### config.mk
export PLATFORM = sky130hd
export DESIGN_NAME = stage_5_byte_serializer
export DESIGN_NICKNAME = d
export VERILOG_FILES = /design/src/rtl/s5_pkg.sv /design/src/rtl/s5_entry_fifo.sv /design/src/rtl/stage_5_byte_serializer.sv
export SDC_FILE = /design/constraint.sdc
export NUM_CORES = 1
export LEC_CHECK = 0
export CAP_MARGIN = 10
export CORE_MARGIN = 3
export CORE_UTILIZATION = 61
export DETAILED_ROUTE_END_ITERATION = 8
export PLACE_DENSITY = 0.8
export SLEW_MARGIN = 0
export SYNTH_ARGS = -nofsm -noshare
export SYNTH_HDL_FRONTEND = slang
export SYNTH_SLANG_ARGS = --single-unit
export TNS_END_PERCENT = 30
### constraint.sdc
create_clock -name s5_clk -period 6.9 [get_ports s5_clk]
set_input_delay 1.035 -clock s5_clk [delete_from_list [all_inputs] [get_ports s5_clk]]
set_output_delay 1.035 -clock s5_clk [all_outputs]
set_load 0.02 [all_outputs]
### src/rtl/s5_pkg.sv
// s5_pkg: shared types and constants for the stage 5 byte serializer.
// Provides the byte width and FIFO geometry, the format-flag codes,
// the FSM state type and the packed FIFO entry layout.
package s5_pkg;
    localparam int S5_BITSTREAM_WIDTH = 8;
    localparam int S5_FIFO_DEPTH      = 8;
    localparam int S5_FIFO_ADDR_WIDTH = 3;

    localparam logic [2:0] FLAG_NONE      = 3'd0;
    localparam logic [2:0] FLAG_B1        = 3'd1;
    localparam logic [2:0] FLAG_B2        = 3'd2;
    localparam logic [2:0] FLAG_B3        = 3'd3;
    localparam logic [2:0] FLAG_B4        = 3'd4;
    localparam logic [2:0] FLAG_RUN       = 3'd5;
    localparam logic [2:0] FLAG_RUN_TAIL  = 3'd6;
    localparam logic [2:0] FLAG_RUN_2TAIL = 3'd7;

    typedef enum logic [1:0] {S_IDLE, S_SEQ, S_RUN, S_TAIL} s5_state_t;

    typedef logic [S5_BITSTREAM_WIDTH-1:0] s5_byte_t;

    typedef struct packed {
        logic [2:0] flag;
        s5_byte_t   b1;
        s5_byte_t   b2;
        s5_byte_t   b3;
        s5_byte_t   b4;
        s5_byte_t   b5;
        logic       last;
    } s5_entry_t;
endpackage

### src/rtl/s5_entry_fifo.sv
// s5_entry_fifo: synchronous FIFO of s5_entry_t bundles.
// Ports: clk/rst (sync, active-high); push/din write; pop reads dout
// (dout always shows the head entry); full, empty and level status.
// A push while full is only accepted when a pop frees a slot on the same edge.
module s5_entry_fifo
    import s5_pkg::*;
(
    input  logic                        clk,
    input  logic                        rst,
    input  logic                        push,
    input  s5_entry_t                   din,
    input  logic                        pop,
    output s5_entry_t                   dout,
    output logic                        full,
    output logic                        empty,
    output logic [S5_FIFO_ADDR_WIDTH:0] level
);
    s5_entry_t                     mem [S5_FIFO_DEPTH];
    logic [S5_FIFO_ADDR_WIDTH-1:0] wptr;
    logic [S5_FIFO_ADDR_WIDTH-1:0] rptr;
    logic                          wr;
    logic                          rd;

    assign full  = level == (S5_FIFO_ADDR_WIDTH+1)'(S5_FIFO_DEPTH);
    assign empty = level == '0;
    assign rd    = pop & ~empty;
    assign wr    = push & (~full | rd);
    assign dout  = mem[rptr];

    always_ff @(posedge clk) begin
        if (rst) begin
            wptr  <= '0;
            rptr  <= '0;
            level <= '0;
        end else begin
            if (wr) wptr <= wptr + 1'b1;
            if (rd) rptr <= rptr + 1'b1;
            level <= level + (S5_FIFO_ADDR_WIDTH+1)'(wr) - (S5_FIFO_ADDR_WIDTH+1)'(rd);
        end
    end

    always_ff @(posedge clk) begin
        if (wr) mem[wptr] <= din;
    end
endmodule

### src/rtl/stage_5_byte_serializer.sv
// stage_5_byte_serializer: expands stage 4 bundles into a valid/ready byte stream.
// Inputs: s5_clk, s5_reset (sync, active-high), five byte slots, 3-bit format
// flag, last-bundle flag, sink ready. Outputs: out_byte/out_valid/out_last
// stream, out_done frame pulse, sticky out_error overflow, out_fifo_level.
module stage_5_byte_serializer
    import s5_pkg::*;
(
    input  logic                          s5_clk,
    input  logic                          s5_reset,
    input  logic [S5_BITSTREAM_WIDTH-1:0] in_carry_bit_1,
    input  logic [S5_BITSTREAM_WIDTH-1:0] in_carry_bit_2,
    input  logic [S5_BITSTREAM_WIDTH-1:0] in_carry_bit_3,
    input  logic [S5_BITSTREAM_WIDTH-1:0] in_carry_bit_4,
    input  logic [S5_BITSTREAM_WIDTH-1:0] in_carry_bit_5,
    input  logic [2:0]                    in_carry_flag_bitstream,
    input  logic                          in_flag_last,
    input  logic                          in_sink_ready,
    output logic [S5_BITSTREAM_WIDTH-1:0] out_byte,
    output logic                          out_valid,
    output logic                          out_last,
    output logic                          out_done,
    output logic                          out_error,
    output logic [S5_FIFO_ADDR_WIDTH:0]   out_fifo_level
);
    s5_state_t state, n_state;
    s5_entry_t cur, e, din, fifo_dout;
    logic [1:0] idx, n_idx;
    logic [7:0] cnt, n_cnt;
    s5_byte_t   n_byte;
    logic       step, ending, push, pop, full, empty, n_final, n_done;

    assign push = in_carry_flag_bitstream != FLAG_NONE || in_flag_last;
    assign din  = '{in_carry_flag_bitstream, in_carry_bit_1, in_carry_bit_2,
                    in_carry_bit_3, in_carry_bit_4, in_carry_bit_5, in_flag_last};
    // The output register moves whenever it is empty or its byte is being taken.
    assign step = ~out_valid | in_sink_ready;

    s5_entry_fifo u_fifo (
        .clk   (s5_clk),
        .rst   (s5_reset),
        .push  (push),
        .din   (din),
        .pop   (pop),
        .dout  (fifo_dout),
        .full  (full),
        .empty (empty),
        .level (out_fifo_level)
    );

    // Position following the byte currently shown; ending means the entry is used up.
    always_comb begin
        n_state = state;
        n_idx   = idx;
        n_cnt   = cnt;
        ending  = 1'b0;
        case (state)
            S_IDLE: ending = 1'b1;
            S_SEQ: begin
                if (cur.flag < FLAG_RUN) begin
                    if (idx == cur.flag[1:0] - 2'd1) ending = 1'b1;
                    else n_idx = idx + 2'd1;
                end else if (cur.b3 != '0) begin
                    n_state = S_RUN;
                    n_cnt   = cur.b3 - 8'd1;
                end else if (cur.flag != FLAG_RUN) begin
                    n_state = S_TAIL;
                    n_idx   = '0;
                end else ending = 1'b1;
            end
            S_RUN: begin
                if (cnt != '0) n_cnt = cnt - 8'd1;
                else if (cur.flag != FLAG_RUN) begin
                    n_state = S_TAIL;
                    n_idx   = '0;
                end else ending = 1'b1;
            end
            S_TAIL: begin
                if (idx == 2'd0 && cur.flag == FLAG_RUN_2TAIL) n_idx = 2'd1;
                else ending = 1'b1;
            end
        endcase
        pop = step & ending & ~empty;
        e   = pop ? fifo_dout : cur;
        if (ending) begin
            n_state = (pop && fifo_dout.flag != FLAG_NONE) ? S_SEQ : S_IDLE;
            n_idx   = '0;
        end
        n_byte  = n_state == S_SEQ  ? (n_idx == 2'd0 ? e.b1 : n_idx == 2'd1 ? e.b2 :
                                       n_idx == 2'd2 ? e.b3 : e.b4) :
                  n_state == S_RUN  ? e.b2 :
                  n_state == S_TAIL ? (n_idx[0] ? e.b5 : e.b4) : '0;
        n_final = n_state == S_SEQ  ? (e.flag < FLAG_RUN ? n_idx == e.flag[1:0] - 2'd1 :
                                       e.flag == FLAG_RUN && e.b3 == '0) :
                  n_state == S_RUN  ? (n_cnt == '0 && e.flag == FLAG_RUN) :
                  n_state == S_TAIL ? (n_idx[0] || e.flag == FLAG_RUN_TAIL) : 1'b0;
        // Done follows either the final byte of a last entry or a popped marker.
        n_done  = ending && ((state != S_IDLE && cur.last) ||
                             (pop && fifo_dout.flag == FLAG_NONE && fifo_dout.last));
    end

    always_ff @(posedge s5_clk) begin
        if (s5_reset) begin
            state     <= S_IDLE;
            cur       <= '0;
            idx       <= '0;
            cnt       <= '0;
            out_byte  <= '0;
            out_valid <= 1'b0;
            out_last  <= 1'b0;
            out_done  <= 1'b0;
            out_error <= 1'b0;
        end else begin
            out_error <= out_error | (push & full & ~pop);
            out_done  <= step & n_done;
            if (step) begin
                state     <= n_state;
                cur       <= e;
                idx       <= n_idx;
                cnt       <= n_cnt;
                out_byte  <= n_byte;
                out_valid <= n_state != S_IDLE;
                out_last  <= n_final & e.last;
            end
        end
    end
endmodule
Word level (Yosys, flattened, before mapping)
Memories as Yosys holds them, arrays and structs flattened. A register that Yosys moved wholly into a read port is not among the register bits. Index checks and enable logic that the tools add are counted.

Register bits after elaboration: 78. Bits in latches: 0. Memory bits (writable): 352. ROM bits: 0. Output and inout port bits: 16. Word-level logic and storage cells: 126. Memories kept: 1.

Memories: u_fifo.mem (words 8, width 44, rd ports 1, clocked after Yosys merged registers in 1, wr ports 1, line s5_entry_fifo.sv:18) `s5_entry_t mem [S5_FIFO_DEPTH];`.

Add/subtract/negate cells: 9. Multipliers: 0. Div/mod/pow operators: 0. $lt $le $gt $ge: 2. Equal/unequal tests: 15. Shift-type cells: 0. Multiplexer cells: 42. Bitwise operators: 15. Reductions and logical operators: 24.

Operators with widths (number): 2-to-1 mux 8 bit (10); 2-to-1 mux 44 bit (1); 2-to-1 mux 2 bit (12); logical NOT 8 bit (2); case mux 8 bit (2 select lines) (1); nonzero test 8 bit (2); subtractor 8 x 1 -> 8 bit, second input constant (2); 2-to-1 mux 1 bit (13); == test 2 bit, second input constant (5); == test 3 bit, second input constant (3); bitwise AND 1 bit (8); logical AND 1 bit (8); adder 3 x 1 -> 3 bit, second input constant (2); == test 2 x 1 -> 1 bit, second input constant (3); logical NOT 2 bit (3); < comparator 3 bit, second input constant (2); 2-to-1 mux 3 bit (2); case mux 2 bit (3 select lines) (1); nonzero test 3 bit (2); adder 4 x 1 -> 4 bit (1); == test 2 bit (2); == test 4 bit, second input constant (1); logical NOT 4 bit (1); NOT 1 bit (4); 10 further kinds (16).

Longest topological paths before layout
Gate-level depths: netlist of run 1.

Depth in word-level cells: 15. Mapped depth: 17. Gate-level depth less buffers: 14.

Hierarchy
Synthesis of run 1 repeated with hierarchy kept, for this count alone.

Cell total of the unflattened synthesis: 1139. Area total of the unflattened synthesis: 18171.2 um^2.

By module, submodules not included: s5_entry_fifo (times used 1, cells an instance 599, area an instance 14043.5 um^2, sequential area each 10830.4 um^2); stage_5_byte_serializer (times used 1, cells an instance 540, area an instance 4127.7 um^2, sequential area each 1361.3 um^2).

Worst setup path after synthesis of run 1
No wires, ideal clock.

Path type: register to register. Start: register cnt[0]. End: memory u_fifo.mem[0][0] (netlist name) (enable). Arrival time: 5553 ps. Required time: 6400 ps. Path slack: 847 ps. Stages on the path, launching flop included: 11. Buffers on the path: 1. Cells stage by stage: dfxtp_1 -> inv_1 -> ha_1 -> or3b_2 -> or4_4 -> nand4_1 -> nand2_1 -> buf_2 -> a31oi_2 -> nand2b_1 -> nor3_1.

Cells in the longest elaborated chain, start to end: 10.

RTL lines: start, declared (line stage_5_byte_serializer.sv:28) `logic [7:0] cnt, n_cnt;`; start signal, assigned (line stage_5_byte_serializer.sv:119) `cnt <= n_cnt;`; nonzero test 8 bit (line stage_5_byte_serializer.sv:71) `if (cnt != '0) n_cnt = cnt - 8'd1;`; 2-to-1 mux 1 bit (line stage_5_byte_serializer.sv:71); case mux 1 bit (4 select lines) (line stage_5_byte_serializer.sv:56) `case (state)`; bitwise AND 1 bit (2 in series) (line stage_5_byte_serializer.sv:82) `pop = step & ending & ~empty;`; bitwise AND 1 bit (line s5_entry_fifo.sv:26) `assign rd = pop & ~empty;`; bitwise OR 1 bit (line s5_entry_fifo.sv:27) `assign wr = push & (~full | rd);`; bitwise AND 1 bit (line s5_entry_fifo.sv:27); named net u_fifo.wr (line s5_entry_fifo.sv:21) `logic wr;`; 2-to-1 mux 1 bit (line s5_entry_fifo.sv:43) `if (wr) mem[wptr] <= din;`; 2-to-1 mux 1 bit (not written as such) (line s5_entry_fifo.sv:43); end, declared (line s5_entry_fifo.sv:18).

The timed path passes the listed nets, and every way through them passes these cells.

Final worst setup path of run 1
Start: register cnt[0]. End: memory u_fifo.mem[5][3] (netlist name) (enable).

The elaborated chain is that of the path after synthesis.

==> results of run 1 <==
-- power by group through the flow --
stage	logic [mW]	registers, mW	clock network [mW]
final	2.78	3.74	2.29
after global routing	2.99	3.80	2.42
after CTS	2.76	3.74	2.32
after detailed placement	2.72	3.78	0
after global placement	2.68	3.75	0
after floorplan	2.00	3.65	0
-- cells in the final DEF, fill, tap and decap left out, types with 14 or more instances in the layout --
cell type	count
ha_1	19
inv_1	21
buf_4	15
clkbuf_16	44
mux4_2	80
clkdlybuf4s50_1	61
a21oi_1	43
dfxtp_1	78
mux2i_1	52
nand2_1	55
nand3b_1	14
nor2_1	66
o211ai_1	19
mux2_2	17
o21ai_0	28
nor3_1	29
a211oi_1	26
nor4_1	17
edfxtp_1	352
-- metrics by stage --
step / instances / utilization (%)
2_1_floorplan: 1124 / -
3_3_place_gp: 1519 / 65.77
3_5_place_dp: 1519 / 65.77
4_1_cts: 1598 / 70.56
5_1_grt: 1598 / 70.56
6_report: 1598 / 70.56
-- worst reg2reg max path, delay by kind of cell (launching register included) --
family | cells | cell delay [ns]
AO/OA/AOI/OAI | 1 | 0.44
adder cells (fa/ha/maj) | 1 | 0.28
buffers and inverters | 3 | 0.88
flip-flops | 1 | 0.38
AND/OR/NAND/NOR | 6 | 2.79
-- kinds of logic after synthesis --
logic type	count (synthesis)
flops	433
buf+inv	91
simple gates	247
compound gates	170
xor+xnor	14
fa+ha+maj	20
mux	149
-- registers in the layout, summed over array words and instances (netlist names), named ones only --
signal	flops
out_byte	8
idx	2
u_fifo.wptr	3
out_done	1
u_fifo.level	4
u_fifo.mem	352
cur	44
u_fifo.rptr	3
cnt	8
out_error	1
out_valid	1
out_last	1
state	2
-- worst min path at each step --
| stage | depth (start not counted) | slack, ns | to | startpoint |
|---|---|---|---|---|
| final | 2 | 0.50 | out_error$_SDFF_PP0_ | out_error$_SDFF_PP0_ |
| after global routing | 2 | 0.51 | cnt[4]$_SDFFE_PP0P_ | cnt[4]$_SDFFE_PP0P_ |
| after CTS | 2 | 0.49 | cnt[4]$_SDFFE_PP0P_ | cnt[4]$_SDFFE_PP0P_ |
| after detailed placement | 2 | 0.49 | cnt[4]$_SDFFE_PP0P_ | cnt[4]$_SDFFE_PP0P_ |
| after global placement | 2 | 0.48 | cnt[4]$_SDFFE_PP0P_ | cnt[4]$_SDFFE_PP0P_ |
| after floorplan | 2 | 0.45 | register | u_fifo.rptr[1]$_SDFFE_PP0P_ |
-- cell usage after synthesis (all sizes together) (9+ instances only) --
master,count
a211oi,26
a21oi,43
a221oi,9
buf,33
clkbuf,36
dfxtp,81
edfxtp,352
ha,19
inv,22
mux2,17
mux2i,52
mux4,80
nand2,55
nand3,13
nand3b,14
nor2,72
nor2b,14
nor3,31
nor4,18
o211ai,19
o21ai,29
xnor2,9
-- final cells by class --
| cell class | count | area share [%] |
|---|---|---|
| Tap cell | 384 | 2.366 |
| Multi-Input combinational cell | 600 | 26.46 |
| Inverter | 22 | 0.4066 |
| Clock buffer | 58 | 5.730 |
| Clock inverter | 21 | 1.066 |
| Sequential cell | 433 | 60.09 |
| Timing Repair Buffer | 80 | 3.881 |
-- routing by layer --
metal | vias up | track usage (%)
li1 | 4569 | -
met1 | 5187 | 36.90
met2 | 562 | 40.19
met3 | 98 | 4.290
met4 | 0 | 8.606
met5 | - | 0
==> flow_summary.ini, run 1 <==
[synthesis]
synth_enable_flop_cells = 352
synth_area_leader_cell = edfxtp_1
synth-compound-area-share_pct = 6.614
postSynthAreaPerCell_um2 = 15.92
yosys.cell_types.count = 71
synthTopCellsByArea = edfxtp_1 (59%), mux4_2 (10%), dfxtp_1 (9.1%)
synthesis.nets = 1191
ys_warn_count = 0
synth_seq_area_share_pct = 68.13
synthMuxAreaShare_pct = 14.05
async_reset_ff_share_pct = 0
yosysTopAreaCellShare_pct = 59.07
synth_area_um2 = 17890
netlist_instances = 1124
synthFlopType = edfxtp_1
synth-seq-cells = 433
synthXorXnorAreaFrac_pct = 0.6852
yosys.area_share.adder_pct = 1.440
synth-simple-area-share_pct = 6.922
synth_top_family_by_area = multiplexers

[cts]
path_clk_slew_ns = 0.06
htree_num_levels = 2
clockBufferDepth = 3
cts_root_buffer = clkbuf_16
cts_sinks = 433
cts_buffers = 43
cts_tree = built
clock_latency_ns = 0.54
cts_setup_buffers = 0
cts_hold_buf = 0
post_cts_resized = 0

[floorplanning]
start_util_pct = 62.18
die_h_um = 177.3
pin_count = 63
dieArea_um2 = 31430
chipWidth_um = 177.3
core_um2 = 28780
rows = 62

[pwr]
p_int_mw = 5.885
ir_drop_mv = 0.2363
powerDensity_nw_per_um2 = 433.5
comb_power_share_pct = 31.5
switchingPower_mw = 2.918
seqPwrFrac_pct = 42.5
p_sw_share_pct = 33.15
power_mw = 8.803
p_clk_share_pct = 26.0
leakage_nw = 6.538

[cells_and_area]
multi_input_area_um2 = 5374
syn2layout_area_growth_pct = 13.49
drive_gt1_share_pct = 16.89
fin_nets = 1247
register_area_um2 = 12200
final_area_um2 = 20310
fillers = 1791
antenna_cells = 0

[setup_path]
cp-end-kind = register
path_cells = inv_1, ha_1, or3b_2, or4_4, nand4_1, nand2_1, buf_4, a31oi_2, nand2b_1, nor2_4, buf_4
worstSetupStartpointType = register
crit_top_cell = buf_4
rrSetupSlack_ns = 1.78
cpMaxStageDelayCell = nand4_1
crit_required_ns = 7.08
path_buf_inv = 3
r2r-end = u_fifo.mem[5][3]$_DFFE_PP_
crit_type = reg2reg
crit_path_end = u_fifo.mem[5][3]$_DFFE_PP_
cp_slowest_stage_delay_ns = 0.69
worst-path-max-fanout = 27
crit_start = cnt[0]$_SDFFE_PP0P_
path_depth = 11
reg2reg_depth = 11
r2r-start = cnt[0]$_SDFFE_PP0P_
cp_top_family = simple AND/OR/NAND/NOR gates
crit_arrival_ns = 5.30

[timing]
layout_setup_ws_ns = 1.779
worst_hold_slack_ns = 0.4970
worst_slew_pin_slew_ns = 1.277
setup_viol = 0
max_freq_ghz = 0.1953
fin_crit_ns = 5.121
period_share_pct = 74.22
rsz0062_at_grt = no
maxSlewHeadroom_pct = 14.21
hold_viol_final = 0
skew_ns = 0.01556
final.setup.tns_ns = 0
report.final.slew_viol_count = 0

[drt]
viasPerCell = 6.518
wl_met3_mm = 3.117
ant_nets = 0
wl_met1_mm = 16.13
top_layer_used = met4
drc = 0
routedWlPerCell_um = 24.71
drt_pass1_iterations = 6
dr_wl_met2_mm = 19.00
dr.first_iter.drc_count = 1243
wirelength_mm = 39.48
vias = 10420

[grt]
grt_use_total_pct = 25.51
grt_pass1_vias = 10370
grt_max_degree = 70
overflow = 0
grt_pass1_wl_mm = 60.78
antenna_found_initial = 0

[hold_path]
min_path_type = reg2reg

[place]
dp_hpwl_mm = 23.53
port_buffers = 62
placed_cell_area_um2 = 18930
gp_congestion = 0.9806
pre_cts_ws_ns = 1.904

[job]
cap_violations = 0

[run_status]
outcome = finished, final reports clean
Note: power is estimated with default switching activity, not from simulation.
==> run 2: changes to the inputs <==
clock period = 4.8 ns   (was 6.9 ns; I/O delays follow)
==> flow_summary.ini, run 2 (synthesized netlist as in run 1, its figures left out) <==
[cells_and_area]
register_area_um2 = 12200
final_area_um2 = 20400
fillers = 1778
multi_input_area_um2 = 5386
largest_reg_flops = 352
finish.utilization_pct = 70.87
drive_gt1_share_pct = 17.44
final_cell_mix = edfxtp_1 (352), mux4_2 (80), dfxtp_1 (78)
fin_nets = 1256
layout_commonest_cell = edfxtp_1
top_register = u_fifo.mem
reg.largest.list = u_fifo.mem x352, cur x44
antenna_cells = 0
syn2layout_area_growth_pct = 13.98

[floorplanning]
dieArea_um2 = 31430
pin_count = 63
core_um2 = 28780
start_util_pct = 62.18
die_h_um = 177.3
rows = 62
chipWidth_um = 177.3

[pwr]
comb_power_share_pct = 31.7
p_int_mw = 8.441
switchingPower_mw = 4.227
powerDensity_nw_per_um2 = 621.0
seqPwrFrac_pct = 42.8
p_sw_share_pct = 33.37
leakage_nw = 6.578
ir_drop_mv = 0.3528
power_mw = 12.67
p_clk_share_pct = 25.5

[cts]
cts_hold_buf = 0
cts_setup_buffers = 0
cts_sinks = 433
clock_latency_ns = 0.54
cts_tree = built
cts_buffers = 43
clockBufferDepth = 3
post_cts_resized = 0
path_clk_slew_ns = 0.06
cts_root_buffer = clkbuf_16
htree_num_levels = 2

[drt]
ant_nets = 0
drc = 0
top_layer_used = met4
wl_met1_mm = 16.25
dr_wl_met2_mm = 19.68
dr.first_iter.drc_count = 1160
wl_met3_mm = 3.177
drt_pass1_iterations = 5
wirelength_mm = 40.23
vias = 10550
routedWlPerCell_um = 25.06
viasPerCell = 6.574

[setup_path]
worstSetupStartpointType = register
worst-path-max-fanout = 33
crit_arrival_ns = 4.21
crit_required_ns = 5.01
crit_type = reg2reg
cp-end-kind = register

[timing]
max_freq_ghz = 0.2501
final.setup.tns_ns = 0
setup_viol = 0
fin_crit_ns = 3.998
rsz0062_at_grt = no
period_share_pct = 83.29
maxSlewHeadroom_pct = 37.93
worst_slew_pin_slew_ns = 0.9226
report.final.slew_viol_count = 0
hold_viol_final = 0
skew_ns = 0.02240

[place]
gp_congestion = 0.9205
dp_hpwl_mm = 23.71
placed_cell_area_um2 = 19050
port_buffers = 62

[run_status]
outcome = finished, final reports clean

[grt]
grt_pass1_wl_mm = 63.11
grt_max_degree = 49
antenna_found_initial = 0
overflow = 0
grt_use_total_pct = 26.36
grt_pass1_vias = 10480

[hold_path]
min_path_type = reg2reg

[job]
cap_violations = 0
-- run 2: changes by cell type in the layout (fill, tap and decap cells not counted), sizes merged --
| cell | delta |
|---|---|
| clkbuf | -4 |
| clkinvlp | -1 |
| buf | +9 |
| bufinv | -1 |
| clkinv | +2 |
| inv | +2 |
-- run 2: routing by layer --
layer | vias to the layer above | GRT usage (%)
li1 | 4580 | -
met1 | 5340 | 38.01
met2 | 548 | 42.37
met3 | 84 | 4.462
met4 | 0 | 7.493
met5 | - | 0
-- run 2: worst paths after layout --
path / from / slack, ns / end / cells past startpoint
setup reg to reg: cnt[0]$_SDFFE_PP0P_ / 0.80 / u_fifo.mem[4][22]$_DFFE_PP_ / 10
hold reg to reg: u_fifo.rptr[1]$_SDFFE_PP0P_ / 0.47 / register / 2
hold / removal: u_fifo.rptr[1]$_SDFFE_PP0P_ / 0.47 / register / 2
setup / recovery: cnt[0]$_SDFFE_PP0P_ / 0.80 / u_fifo.mem[4][22]$_DFFE_PP_ / 10
-- run 2: power groups by stage --
stage	Combinational (mW)	Sequential, mW	Clock [mW]
4_1_cts	4.00	5.42	3.28
6_report	4.02	5.42	3.23
2_1_floorplan	2.88	5.23	0
5_1_grt	4.33	5.50	3.43
3_5_place_dp	3.92	5.47	0
3_3_place_gp	3.86	5.43	0
-- run 2: critical path, stage by stage, from the launching register on --
cell and delay, ns:
dfxtp_1 0.37, inv_1 0.10, ha_1 0.29, or3b_2 0.51
or4_4 0.53, nand4_1 0.15, nand2_1 0.11, a31oi_2 0.42
nand2b_1 0.36, nor2_4 0.51, buf_12 0.30
-- run 2: area by class of cell --
class                           count  share of cell area (%)
Multi-Input combinational cell    600                   26.41
Sequential cell                   433                   59.83
Clock buffer                       54                   5.631
Inverter                           22                  0.4049
Timing Repair Buffer               89                   4.380
Tap cell                          384                   2.356
Clock inverter                     23                  0.9937
-- run 2: per-stage QoR --
step | setup WS, ns | std cells | hold WS (ns)
final | 0.8022 | 1605 | 0.4717
after global placement | 0.9994 | 1528 | 0.4575
after global routing | 0.6052 | 1605 | 0.5130
after floorplan | -0.07505 | 1124 | 0.4541
after CTS | 0.8249 | 1605 | 0.4794
after detailed placement | 0.8460 | 1528 | 0.4704
